==> src/rtl/axi_ram_pkg.sv <==
// Shared encodings and helpers for the AXI-to-RAM controller.
// Burst and response codes follow the AXI encoding; state enums are private to each channel FSM.
package axi_ram_pkg;

  localparam int IDX_W  = 12;
  localparam int DATA_W = 64;
  localparam int STRB_W = 8;

  localparam logic [1:0] BURST_FIXED = 2'b00;
  localparam logic [1:0] BURST_INCR  = 2'b01;
  localparam logic [1:0] BURST_WRAP  = 2'b10;

  localparam logic [1:0] RESP_OKAY   = 2'b00;
  localparam logic [1:0] RESP_SLVERR = 2'b10;

  typedef enum logic [1:0] {
    W_IDLE = 2'd0,
    W_DATA = 2'd1,
    W_RESP = 2'd2
  } w_state_e;

  typedef enum logic [1:0] {
    R_IDLE  = 2'd0,
    R_FETCH = 2'd1,
    R_DATA  = 2'd2
  } r_state_e;

  // FIXED holds the word; everything else steps linearly (WRAP is executed as INCR).
  function automatic logic [IDX_W-1:0] next_index(input logic [IDX_W-1:0] idx,
                                                  input logic [1:0]       burst);
    return (burst == BURST_FIXED) ? idx : idx + 1'b1;
  endfunction

  // WRAP and the reserved code both map to an error response.
  function automatic logic burst_unsupported(input logic [1:0] burst);
    return burst[1];
  endfunction

endpackage

==> src/rtl/axi_ram_rd.sv <==
// AXI read channel: one outstanding burst, one RAM lookup per beat into a registered rdata.
// state   | meaning
// R_IDLE  | arready high, waiting for an AR handshake
// R_FETCH | rd_addr presents the beat's index, rdata loads at the edge
// R_DATA  | rvalid high, beat held stable until rready
module axi_ram_rd
  import axi_ram_pkg::*;
#(
  parameter int ID_W   = 4,
  parameter int ADDR_W = 32
) (
  input  logic              clk,
  input  logic              rst,
  input  logic [ID_W-1:0]   arid,
  input  logic [ADDR_W-1:0] araddr,
  input  logic [7:0]        arlen,
  input  logic [2:0]        arsize,
  input  logic [1:0]        arburst,
  input  logic              arvalid,
  output logic              arready,
  output logic [ID_W-1:0]   rid,
  output logic [63:0]       rdata,
  output logic [1:0]        rresp,
  output logic              rlast,
  output logic              rvalid,
  input  logic              rready,
  output logic [11:0]       rd_addr,
  input  logic [63:0]       rd_data
);

  r_state_e         r_state;
  logic [IDX_W-1:0] r_idx;
  logic [7:0]       r_len;
  logic [7:0]       r_beat;
  logic [1:0]       r_burst;

  // Transfer size never changes the 8-byte step, and only bits [14:3] select a word.
  logic unused_ar;
  assign unused_ar = ^{arsize, araddr[ADDR_W-1:15], araddr[2:0]};

  assign rd_addr = r_idx;

  always_ff @(posedge clk) begin
    if (rst) begin
      r_state <= R_IDLE;
      r_idx   <= '0;
      r_len   <= '0;
      r_beat  <= '0;
      r_burst <= BURST_FIXED;
      arready <= 1'b0;
      rid     <= '0;
      rdata   <= '0;
      rresp   <= RESP_OKAY;
      rlast   <= 1'b0;
      rvalid  <= 1'b0;
    end else begin
      case (r_state)
        R_IDLE: begin
          if (arvalid && arready) begin
            rid     <= arid;
            r_idx   <= araddr[14:3];
            r_len   <= arlen;
            r_burst <= arburst;
            r_beat  <= '0;
            rresp   <= burst_unsupported(arburst) ? RESP_SLVERR : RESP_OKAY;
            arready <= 1'b0;
            r_state <= R_FETCH;
          end else begin
            arready <= 1'b1;
          end
        end
        R_FETCH: begin
          rdata   <= rd_data;
          rlast   <= (r_beat == r_len);
          rvalid  <= 1'b1;
          r_state <= R_DATA;
        end
        R_DATA: begin
          if (rready) begin
            rvalid <= 1'b0;
            if (rlast) begin
              arready <= 1'b1;
              r_state <= R_IDLE;
            end else begin
              r_beat  <= r_beat + 8'd1;
              r_idx   <= next_index(r_idx, r_burst);
              r_state <= R_FETCH;
            end
          end
        end
        default: r_state <= R_IDLE;
      endcase
    end
  end

endmodule

==> src/rtl/axi_ram_ctrl.sv <==
// AXI4 slave in front of a 4096 x 64-bit RAM; write channel here, read channel in axi_ram_rd.
// state  | meaning
// W_IDLE | awready high, waiting for an AW handshake
// W_DATA | wready high, each accepted beat writes the RAM in the same cycle
// W_RESP | bvalid high until bready
module axi_ram_ctrl
  import axi_ram_pkg::*;
#(
  parameter int ID_W   = 4,
  parameter int ADDR_W = 32
) (
  input  logic              clk,
  input  logic              rst,
  input  logic [ID_W-1:0]   awid,
  input  logic [ADDR_W-1:0] awaddr,
  input  logic [7:0]        awlen,
  input  logic [2:0]        awsize,
  input  logic [1:0]        awburst,
  input  logic              awvalid,
  output logic              awready,
  input  logic [63:0]       wdata,
  input  logic [7:0]        wstrb,
  input  logic              wlast,
  input  logic              wvalid,
  output logic              wready,
  output logic [ID_W-1:0]   bid,
  output logic [1:0]        bresp,
  output logic              bvalid,
  input  logic              bready,
  input  logic [ID_W-1:0]   arid,
  input  logic [ADDR_W-1:0] araddr,
  input  logic [7:0]        arlen,
  input  logic [2:0]        arsize,
  input  logic [1:0]        arburst,
  input  logic              arvalid,
  output logic              arready,
  output logic [ID_W-1:0]   rid,
  output logic [63:0]       rdata,
  output logic [1:0]        rresp,
  output logic              rlast,
  output logic              rvalid,
  input  logic              rready,
  output logic              wr_en,
  output logic [11:0]       wr_addr,
  output logic [63:0]       wr_data,
  output logic [7:0]        wr_mask,
  output logic [11:0]       rd_addr,
  input  logic [63:0]       rd_data
);

  w_state_e         w_state;
  logic [ID_W-1:0]  w_id;
  logic [IDX_W-1:0] w_idx;
  logic [7:0]       w_len;
  logic [7:0]       w_beat;
  logic [1:0]       w_burst;
  logic             w_fire;
  logic             w_count_done;

  logic unused_aw;
  assign unused_aw = ^{awsize, awaddr[ADDR_W-1:15], awaddr[2:0]};

  assign w_fire       = wvalid & wready;
  assign w_count_done = (w_beat == w_len);

  // The RAM port is driven straight from the channel so a beat lands in its own cycle.
  assign wr_en   = w_fire & ~rst;
  assign wr_addr = w_idx;
  assign wr_data = wdata;
  assign wr_mask = wstrb;
  assign bid     = w_id;

  always_ff @(posedge clk) begin
    if (rst) begin
      w_state <= W_IDLE;
      w_id    <= '0;
      w_idx   <= '0;
      w_len   <= '0;
      w_beat  <= '0;
      w_burst <= BURST_FIXED;
      awready <= 1'b0;
      wready  <= 1'b0;
      bvalid  <= 1'b0;
      bresp   <= RESP_OKAY;
    end else begin
      case (w_state)
        W_IDLE: begin
          if (awvalid && awready) begin
            w_id    <= awid;
            w_idx   <= awaddr[14:3];
            w_len   <= awlen;
            w_burst <= awburst;
            w_beat  <= '0;
            awready <= 1'b0;
            wready  <= 1'b1;
            w_state <= W_DATA;
          end else begin
            awready <= 1'b1;
          end
        end
        W_DATA: begin
          if (w_fire) begin
            w_beat <= w_beat + 8'd1;
            w_idx  <= next_index(w_idx, w_burst);
            // Whichever of wlast or the beat count comes first closes the burst.
            if (wlast || w_count_done) begin
              wready  <= 1'b0;
              bvalid  <= 1'b1;
              bresp   <= (burst_unsupported(w_burst) || (wlast != w_count_done))
                         ? RESP_SLVERR : RESP_OKAY;
              w_state <= W_RESP;
            end
          end
        end
        W_RESP: begin
          if (bready) begin
            bvalid  <= 1'b0;
            awready <= 1'b1;
            w_state <= W_IDLE;
          end
        end
        default: w_state <= W_IDLE;
      endcase
    end
  end

  axi_ram_rd #(
    .ID_W   (ID_W),
    .ADDR_W (ADDR_W)
  ) u_rd (
    .clk     (clk),
    .rst     (rst),
    .arid    (arid),
    .araddr  (araddr),
    .arlen   (arlen),
    .arsize  (arsize),
    .arburst (arburst),
    .arvalid (arvalid),
    .arready (arready),
    .rid     (rid),
    .rdata   (rdata),
    .rresp   (rresp),
    .rlast   (rlast),
    .rvalid  (rvalid),
    .rready  (rready),
    .rd_addr (rd_addr),
    .rd_data (rd_data)
  );

endmodule

==> config.mk <==
export PLATFORM = sky130hd
export DESIGN_NAME = axi_ram_ctrl
export DESIGN_NICKNAME = d
export VERILOG_FILES = /design/src/rtl/axi_ram_pkg.sv /design/src/rtl/axi_ram_rd.sv /design/src/rtl/axi_ram_ctrl.sv
export SDC_FILE = /design/constraint.sdc
export NUM_CORES = 1
export LEC_CHECK = 0
export BUFFER_PORTS_ARGS = -buffer_cell sky130_fd_sc_hd__buf_4
export CELL_PAD_IN_SITES_DETAIL_PLACEMENT = 1
export CELL_PAD_IN_SITES_GLOBAL_PLACEMENT = 1
export CORE_MARGIN = 5
export CORE_UTILIZATION = 29
export DETAILED_ROUTE_END_ITERATION = 8
export PLACE_DENSITY = 0.87
export SLEW_MARGIN = 25
export SYNTH_ARGS = -nofsm -noshare
export SYNTH_HDL_FRONTEND = slang
export SYNTH_HIERARCHICAL = 1
export SYNTH_SLANG_ARGS = --single-unit
==> constraint.sdc <==
create_clock -name clk -period 2.15 [get_ports clk]
set_input_delay 0.43 -clock clk [delete_from_list [all_inputs] [get_ports clk]]
set_output_delay 0.43 -clock clk [all_outputs]
set_load 0.05 [all_outputs]
==> summary.md, run 1 <==
| Metric | Value |
|---|---|
| Run status | `complete, no violations` |
| GPL Wtd Cong | `0.802` |
| Effective utilization at floorplan | `0.297` |
| Per-cell routed wire length | `16.3 um` |
| Startpoint of the worst hold path | `rd_data[58]` |
| Seq/Total Area, Yosys | `0.423` |
| Cell type with the largest total area after synthesis | `sky130_fd_sc_hd__dfxtp_1` |
| Setup repair after global routing missed its margin | `no` |
| Iteration-0 DRC Markers | `219` |
| I/O pin cnt | `421` |
| Drt total wl | `21,500 um` |
| R2r startpoint | `u_rd/rd_addr[1]` |
| Clock insertion delay at the later pin of the skew report | `0.43 ns` |
| Clock sink count | `143` |
| Worst path slowest cell | `sky130_fd_sc_hd__or4_1` |
| Setup crit start | `u_rd/rd_addr[1]` |
| Number of enable-type register cells in the synthesized netlist | `0` |
| First-pass GRT wire length | `34,100 um` |
| TritonCTS clock tree | `yes` |
| FFs w/ async S/R, synth | `0` |
| Total power divided by cell area | `787 mW/mm^2` |
| Nets | `1,238` |
| Share of the synthesized area in the top cell type | `0.423` |
| Final-layout setup total negative slack | `0 ns` |
| Cells on Worst Hold Path | `3` |
| Kind of critical path | `reg2reg` |
| Maximum root-to-sink buffer count | `2` |
| Final standard cell utilization of the core | `0.390` |
| Area inside the core boundary | `0.0228 mm^2` |
| Reg2Reg Capture Point | `u_rd/rd_addr[6]` |
| Pin count of the biggest net entering global routing | `64` |
| Most used flip-flop cell after synthesis | `sky130_fd_sc_hd__dfxtp_1` |
| CTS Root Buffer Type | `sky130_fd_sc_hd__clkbuf_16` |
| CTS Buf Count | `17` |
| Worst Clk Skew | `0.0182 ns` |
| Drt pass-1 iters | `5` |
| Worst reg-to-reg path cell count | `5` |
| Number of DRC violations after detailed routing | `0` |
| Main area contributors after synthesis | `sky130_fd_sc_hd__dfxtp_1 42%, sky130_fd_sc_hd__nand2_1 12%, sky130_fd_sc_hd__a21oi_1 9.0%` |
| Minimum setup slack among reg-to-reg paths | `0.24 ns` |
| Worst path required time | `2.52 ns` |
| Number of failing hold endpoints at the final stage | `0` |
| Placed cell areas | `0.00830 mm^2` |
| CP top delay family | `simple AND/OR/NAND/NOR gates` |
| Count of hold buffers inserted by post-cts repair | `0` |
| Post-detail-place hpwl | `16,000 um` |
| Critical Path AT | `2.29 ns` |
| Vert. Die Dim | `163 um` |
| Global route total overflow | `0` |
| Worst slew slack as a fraction of its limit | `0.591` |
| Die span in x | `163 um` |
| Crit path buf inv count | `0` |
| Number of library cell types mapped by synthesis | `57` |
| GRT Total Usage | `0.159` |
| Tightest hold margin | `0.243 ns` |
| Clk pin slew, worst setup/hold paths | `0.08 ns` |
| Row cnt | `55` |
| Sequential cell area | `0.00286 mm^2` |
| Max Cap Viol | `0` |
| Layout cells sized above 1 | `0.298` |
| Total vias in the final route | `6,274` |
| Number of buffers inserted by post-CTS setup repair | `0` |
| ANT nets after route | `0` |
| Worst-Margin Slew | `0.613 ns` |
| Worst-case hold path end point | `u_rd/rdata[58]` |
| Synthesized area per cell | `8.01 um^2` |
| H-tree levels | `4` |
| Maximum fanout along the worst path | `7` |
| Nature of the critical path startpoint | `flip-flop` |
| Most frequent cells after synthesis | `215 x sky130_fd_sc_hd__nand2_1, 143 x sky130_fd_sc_hd__dfxtp_1, 122 x sky130_fd_sc_hd__a21oi_1` |
| Per-cell via count in the routed design | `4.76` |
| Synthesized net count | `1,091` |
| Post-route fraction of the period consumed by the critical path | `0.890` |
| Worst stage delay on the critical path | `0.50 ns` |
| Worst-case vdd ir drop | `0.000415 V` |
| Via count of the first global-routing pass | `6,747` |
| Number of max-slew violations in the final report | `0` |
| Area of all placed cells without fillers | `0.00887 mm^2` |
| Number of warnings reported in the yosys synthesis log | `6` |
| Cells along the critical path | `ha_1 -> nand4_1 -> or4_1 -> a211oi_1 -> a31o_2` |
| Leak | `3.66 nW` |
| Die outline area | `0.0265 mm^2` |
| Hold Path Class | `in2reg` |
| Final critical delay including setup and external delays | `1.91 ns` |
| Count of fill cells added during filler insertion | `2,764` |
| Cell count after synthesis | `844` |
| Port Buffer Count | `228` |
| Number of endpoints failing setup at the final stage | `0` |
| Quantity of gates resized following cts | `0` |
| Timing-limited maximum frequency | `522 MHz` |
| Cell Area, Synth | `0.00676 mm^2` |
| Antenna violations before repair | `1` |
| Area used by multi-input combinational logic | `0.00304 mm^2` |
| Growth of design area from synthesis to finish | `31.2%` |
| Number of synthesized register bits | `143` |
| Cell with the most instances after synthesis | `sky130_fd_sc_hd__nand2_1` |
| Endpoint kind of the worst setup timing path | `flip-flop` |
-- layout make-up --
type                            count  share of cell area
Antenna cell                        1            0.000282
Clock buffer                       17              0.0479
Clock inverter                     15              0.0162
Inverter                           11             0.00465
Multi-Input combinational cell    564               0.342
Sequential cell                   143               0.323
Tap cell                          313              0.0441
Timing Repair Buffer              254               0.222
-- stage by stage --
step	total power, mW	setup WS, ns	cells
6_report	6.98	0.236	1318
5_1_grt	7.33	0.0396	1318
4_1_cts	7.11	0.250	1317
3_5_place_dp	4.16	0.270	1285
3_3_place_gp	4.13	0.323	1285
2_1_floorplan	4.01	0.0797	844
-- kinds of logic (layout without fill, tap and decap cells) --
| kind of cell | Yosys count | count (layout) | synth area share |
|---|---|---|---|
| mux | 4 | 4 | 0.00610 |
| compound gates | 196 | 196 | 0.173 |
| xor+xnor | 27 | 27 | 0.0350 |
| flops | 143 | 143 | 0.423 |
| other cells | 2 | 3 | 0.00111 |
| buf+inv | 137 | 297 | 0.129 |
| fa+ha+maj | 5 | 5 | 0.00925 |
| simple gates | 330 | 330 | 0.223 |
-- worst max-delay path by stage --
stage	endpoint	slack, ns	cells past startpoint
2_1_floorplan	u_rd/rd_addr[6]	0.08	5
3_3_place_gp	u_rd/rd_addr[10]	0.32	6
3_5_place_dp	u_rd/rd_addr[6]	0.27	5
4_1_cts	u_rd/rd_addr[6]	0.25	5
5_1_grt	u_rd/rd_addr[6]	0.04	5
6_report	u_rd/rd_addr[6]	0.24	5
-- cell usage in the layout, fill, tap and decap left out, types with 4 or more instances in the layout --
cell / synthesis / final
sky130_fd_sc_hd__a21oi_1: 122 / 122
sky130_fd_sc_hd__a31oi_1: 4 / 4
sky130_fd_sc_hd__and2_1: 10 / 10
sky130_fd_sc_hd__and4_1: 4 / 4
sky130_fd_sc_hd__buf_12: 0 / 5
sky130_fd_sc_hd__buf_4: 76 / 249
sky130_fd_sc_hd__clkbuf_16: 0 / 17
sky130_fd_sc_hd__dfxtp_1: 143 / 143
sky130_fd_sc_hd__ha_1: 5 / 5
sky130_fd_sc_hd__inv_1: 11 / 11
sky130_fd_sc_hd__inv_6: 0 / 5
sky130_fd_sc_hd__inv_8: 0 / 5
sky130_fd_sc_hd__nand2_1: 215 / 215
sky130_fd_sc_hd__nand2b_1: 4 / 4
sky130_fd_sc_hd__nand3_1: 15 / 15
sky130_fd_sc_hd__nand4_1: 4 / 4
sky130_fd_sc_hd__nor2_1: 35 / 35
sky130_fd_sc_hd__nor2b_1: 5 / 4
sky130_fd_sc_hd__nor3_1: 6 / 6
sky130_fd_sc_hd__nor4_1: 8 / 8
sky130_fd_sc_hd__o2111ai_1: 6 / 6
sky130_fd_sc_hd__o211ai_1: 5 / 5
sky130_fd_sc_hd__o21a_1: 5 / 5
sky130_fd_sc_hd__o21ai_0: 23 / 23
sky130_fd_sc_hd__o31a_1: 5 / 5
sky130_fd_sc_hd__o32ai_1: 4 / 4
sky130_fd_sc_hd__or4_1: 4 / 4
sky130_fd_sc_hd__xor2_1: 26 / 26
-- state kept, by name, summed over array words and instances, names as in the netlist, 8 cells and up --
| register | cells |
|---|---|
| u_rd/r_beat | 8 |
| u_rd/r_len | 8 |
| u_rd/rd_addr | 12 |
| u_rd/rdata | 64 |
| w_beat | 8 |
| w_len | 8 |
| wr_addr | 12 |
-- per-layer routing --
metal	vias to the layer above	global-route usage	share of wire
met5	-	0	0
li1	3070	-	-
met2	196	0.282	0.50
met3	42	0.0638	0.084
met1	2966	0.174	0.40
met4	0	0.0534	0.022
-- tightest hold or removal path: stages --
cell and delay [ns]:
sky130_fd_sc_hd__buf_4 0.11, sky130_fd_sc_hd__nand2_1 0.04, sky130_fd_sc_hd__a21oi_1 0.05
-- report_power, final --
group	internal, mW	total (mW)	switching, mW
combinational	0.465	1.22	0.756
clock	1.54	2.89	1.35
sequential	2.77	2.87	0.105
total	4.77	6.98	2.21
Power figures use the tool's default switching activity.
==> run 2, diff against run 1 <==
--- a/config.mk
+++ b/config.mk
@@ -11,6 +11,7 @@
 export CORE_MARGIN = 5
 export CORE_UTILIZATION = 29
 export DETAILED_ROUTE_END_ITERATION = 8
+export MAX_ROUTING_LAYER = met4
 export PLACE_DENSITY = 0.87
 export SLEW_MARGIN = 25
 export SYNTH_ARGS = -nofsm -noshare
==> constraint.sdc (replaced) <==
create_clock -name clk -period 2.19 [get_ports clk]
set_input_delay 0.438 -clock clk [delete_from_list [all_inputs] [get_ports clk]]
set_output_delay 0.438 -clock clk [all_outputs]
set_load 0.05 [all_outputs]
==> summary.md, run 2 (same netlist as run 1, synthesis figures left out) <==
| Metric | Value |
|---|---|
| Quantity of gates resized following cts | `0 (unchanged)` |
| Drt pass-1 iters | `4 (was 5)` |
| Startpoint of the worst hold path | `rd_data[5] (was rd_data[58])` |
| Worst Clk Skew | `0.0130 ns (was 0.0182 ns)` |
| Commonest non-fill, non-tap cells in the layout | `248 x sky130_fd_sc_hd__buf_4, 215 x sky130_fd_sc_hd__nand2_1, 143 x sky130_fd_sc_hd__dfxtp_1, 122 x sky130_fd_sc_hd__a21oi_1, 35 x sky130_fd_sc_hd__nor2_1 (was 249 x sky130_fd_sc_hd__buf_4, 215 x sky130_fd_sc_hd__nand2_1, 143 x sky130_fd_sc_hd__dfxtp_1, 122 x sky130_fd_sc_hd__a21oi_1, 35 x sky130_fd_sc_hd__nor2_1)` |
| Clk pin slew, worst setup/hold paths | `0.07 ns (was 0.08 ns)` |
| Vert. Die Dim | `163 um (unchanged)` |
| Clock sink count | `143 (unchanged)` |
| Clock insertion delay at the later pin of the skew report | `0.42 ns (was 0.43 ns)` |
| Worst-case vdd ir drop | `0.000408 V (was 0.000415 V)` |
| Count of fill cells added during filler insertion | `2,720 (was 2,764)` |
| Number of failing hold endpoints at the final stage | `0 (unchanged)` |
| Iteration-0 DRC Markers | `245 (was 219)` |
| Endpoint kind of the worst setup timing path | `flip-flop (unchanged)` |
| Timing-limited maximum frequency | `513 MHz (was 522 MHz)` |
| Die outline area | `0.0265 mm^2 (unchanged)` |
| TritonCTS clock tree | `yes (unchanged)` |
| Critical Path AT | `2.29 ns (about the same)` |
| Tightest hold margin | `0.256 ns (was 0.243 ns)` |
| Register with the highest flop count | `u_rd/rdata (unchanged)` |
| Maximum fanout along the worst path | `10 (was 7)` |
| Sequential cell area | `0.00286 mm^2 (unchanged)` |
| Total vias in the final route | `6,333 (was 6,274)` |
| Max FFs per register | `64 (unchanged)` |
| Worst path required time | `2.53 ns (was 2.52 ns)` |
| Count of hold buffers inserted by post-cts repair | `0 (unchanged)` |
| Area used by multi-input combinational logic | `0.00304 mm^2 (unchanged)` |
| Setup repair after global routing missed its margin | `no (unchanged)` |
| Final-layout setup total negative slack | `0 ns (unchanged)` |
| I/O pin cnt | `421 (unchanged)` |
| Reg2Reg Capture Point | `w_beat[7] (was u_rd/rd_addr[6])` |
| Per-cell via count in the routed design | `4.82 (was 4.76)` |
| Global route total overflow | `0 (unchanged)` |
| Per-cell routed wire length | `16.7 um (was 16.3 um)` |
| Number of max-slew violations in the final report | `0 (unchanged)` |
| Leak | `3.66 nW (about the same)` |
| Hold Path Class | `in2reg (unchanged)` |
| Cells on Worst Hold Path | `3 (unchanged)` |
| Minimum setup slack among reg-to-reg paths | `0.24 ns (about the same)` |
| Nets | `1,237 (was 1,238)` |
| Number of DRC violations after detailed routing | `0 (unchanged)` |
| Via count of the first global-routing pass | `6,723 (was 6,747)` |
| Worst slew slack as a fraction of its limit | `0.615 (was 0.591)` |
| Growth of design area from synthesis to finish | `31.2% (about the same)` |
| Drt total wl | `22,000 um (was 21,500 um)` |
| Final standard cell utilization of the core | `0.390 (about the same)` |
| Worst reg-to-reg path cell count | `4 (was 5)` |
| Layout cells sized above 1 | `0.295 (was 0.298)` |
| Area inside the core boundary | `0.0228 mm^2 (unchanged)` |
| H-tree levels | `4 (unchanged)` |
| Most common cell after layout, fill and taps aside | `sky130_fd_sc_hd__buf_4 (unchanged)` |
| Nature of the critical path startpoint | `flip-flop (unchanged)` |
| Maximum root-to-sink buffer count | `2 (unchanged)` |
| Port Buffer Count | `228 (unchanged)` |
| Die span in x | `163 um (unchanged)` |
| Max Cap Viol | `0 (unchanged)` |
| Post-route fraction of the period consumed by the critical path | `0.890 (about the same)` |
| R2r startpoint | `w_state[0] (was u_rd/rd_addr[1])` |
| Post-detail-place hpwl | `16,400 um (was 16,000 um)` |
| Worst-case hold path end point | `u_rd/rdata[5] (was u_rd/rdata[58])` |
| First-pass GRT wire length | `34,400 um (was 34,100 um)` |
| Row cnt | `55 (unchanged)` |
| Number of buffers inserted by post-CTS setup repair | `0 (unchanged)` |
| Worst-Margin Slew | `0.577 ns (was 0.613 ns)` |
| Final critical delay including setup and external delays | `1.95 ns (was 1.91 ns)` |
| Effective utilization at floorplan | `0.297 (unchanged)` |
| Pin count of the biggest net entering global routing | `63 (was 64)` |
| ANT nets after route | `0 (unchanged)` |
| GPL Wtd Cong | `0.817 (was 0.802)` |
| Total power divided by cell area | `782 mW/mm^2 (was 787 mW/mm^2)` |
| Diodes inserted | `0 (was 1)` |
| GRT Total Usage | `0.167 (was 0.159)` |
| Kind of critical path | `reg2reg (unchanged)` |
| CTS Root Buffer Type | `sky130_fd_sc_hd__clkbuf_16 (unchanged)` |
| CTS Buf Count | `17 (unchanged)` |
| Number of endpoints failing setup at the final stage | `0 (unchanged)` |
| Run status | `complete, no violations (unchanged)` |
| Antenna violations before repair | `0 (was 1)` |
run 2: cell count changes in the layout (fill, tap and decap cells not counted), sizes merged:
| cell | delta |
|---|---|
| inv | -5 |
| clkbuf | +1 |
| buf | -1 |
| clkinv | +1 |
| diode | -1 |
| bufinv | +2 |
run 2: worst max-delay path, stage by stage, from the launching register on:
cell	delay, ns
sky130_fd_sc_hd__dfxtp_1	0.56
sky130_fd_sc_hd__and4b_1	0.46
sky130_fd_sc_hd__nor2_1	0.15
sky130_fd_sc_hd__or4_1	0.54
sky130_fd_sc_hd__a21oi_1	0.16
run 2: area by class of cell:
cell class	instances	share of cell area
multi-input cells	564	0.342
repair buffers	253	0.221
flip-flops and latches	143	0.323
inverters	11	0.00465
well taps	313	0.0441
clock inverters	13	0.0171
clock buffers	18	0.0484
run 2: report_power, final:
part | internal [mW] | switching, mW | leakage (nW) | total [mW]
registers | 2.72 | 0.105 | 1.16 | 2.82
clock network | 1.70 | 1.22 | 0.276 | 2.92
logic | 0.453 | 0.742 | 2.22 | 1.20
total | 4.87 | 2.07 | 3.66 | 6.94
run 2: metrics by stage:
step | total power [mW] | area (um^2) | setup slack (ns) | std cells
floorplan | 3.94 | 6760 | 0.120 | 844
global placement | 4.05 | 8290 | 0.309 | 1284
detailed placement | 4.09 | 8290 | 0.211 | 1284
CTS | 7.05 | 8870 | 0.265 | 1315
global route | 7.25 | 8870 | 0.125 | 1315
finish | 6.94 | 8870 | 0.241 | 1315
run 2: how the worst max path moves through the flow:
stage	start	end	slack, ns	cells past startpoint
4_1_cts	u_rd/r_state[1]	u_rd/rd_addr[10]	0.27	5
6_report	w_state[0]	w_beat[7]	0.24	4
5_1_grt	w_state[0]	wr_addr[10]	0.12	4
3_3_place_gp	arvalid	u_rd/rd_addr[10]	0.31	6
2_1_floorplan	u_rd/rd_addr[0]	u_rd/rd_addr[6]	0.12	5
3_5_place_dp	arvalid	u_rd/rd_addr[10]	0.21	6
run 2: metal layers:
metal / wire (um) / vias up / global-route usage
li1: - / 3075 / -
met1: 8750 / 3029 / 0.178
met2: 11300 / 193 / 0.296
met3: 1570 / 36 / 0.0549
met4: 371 / 0 / 0.0454
met5: 0 / - / -
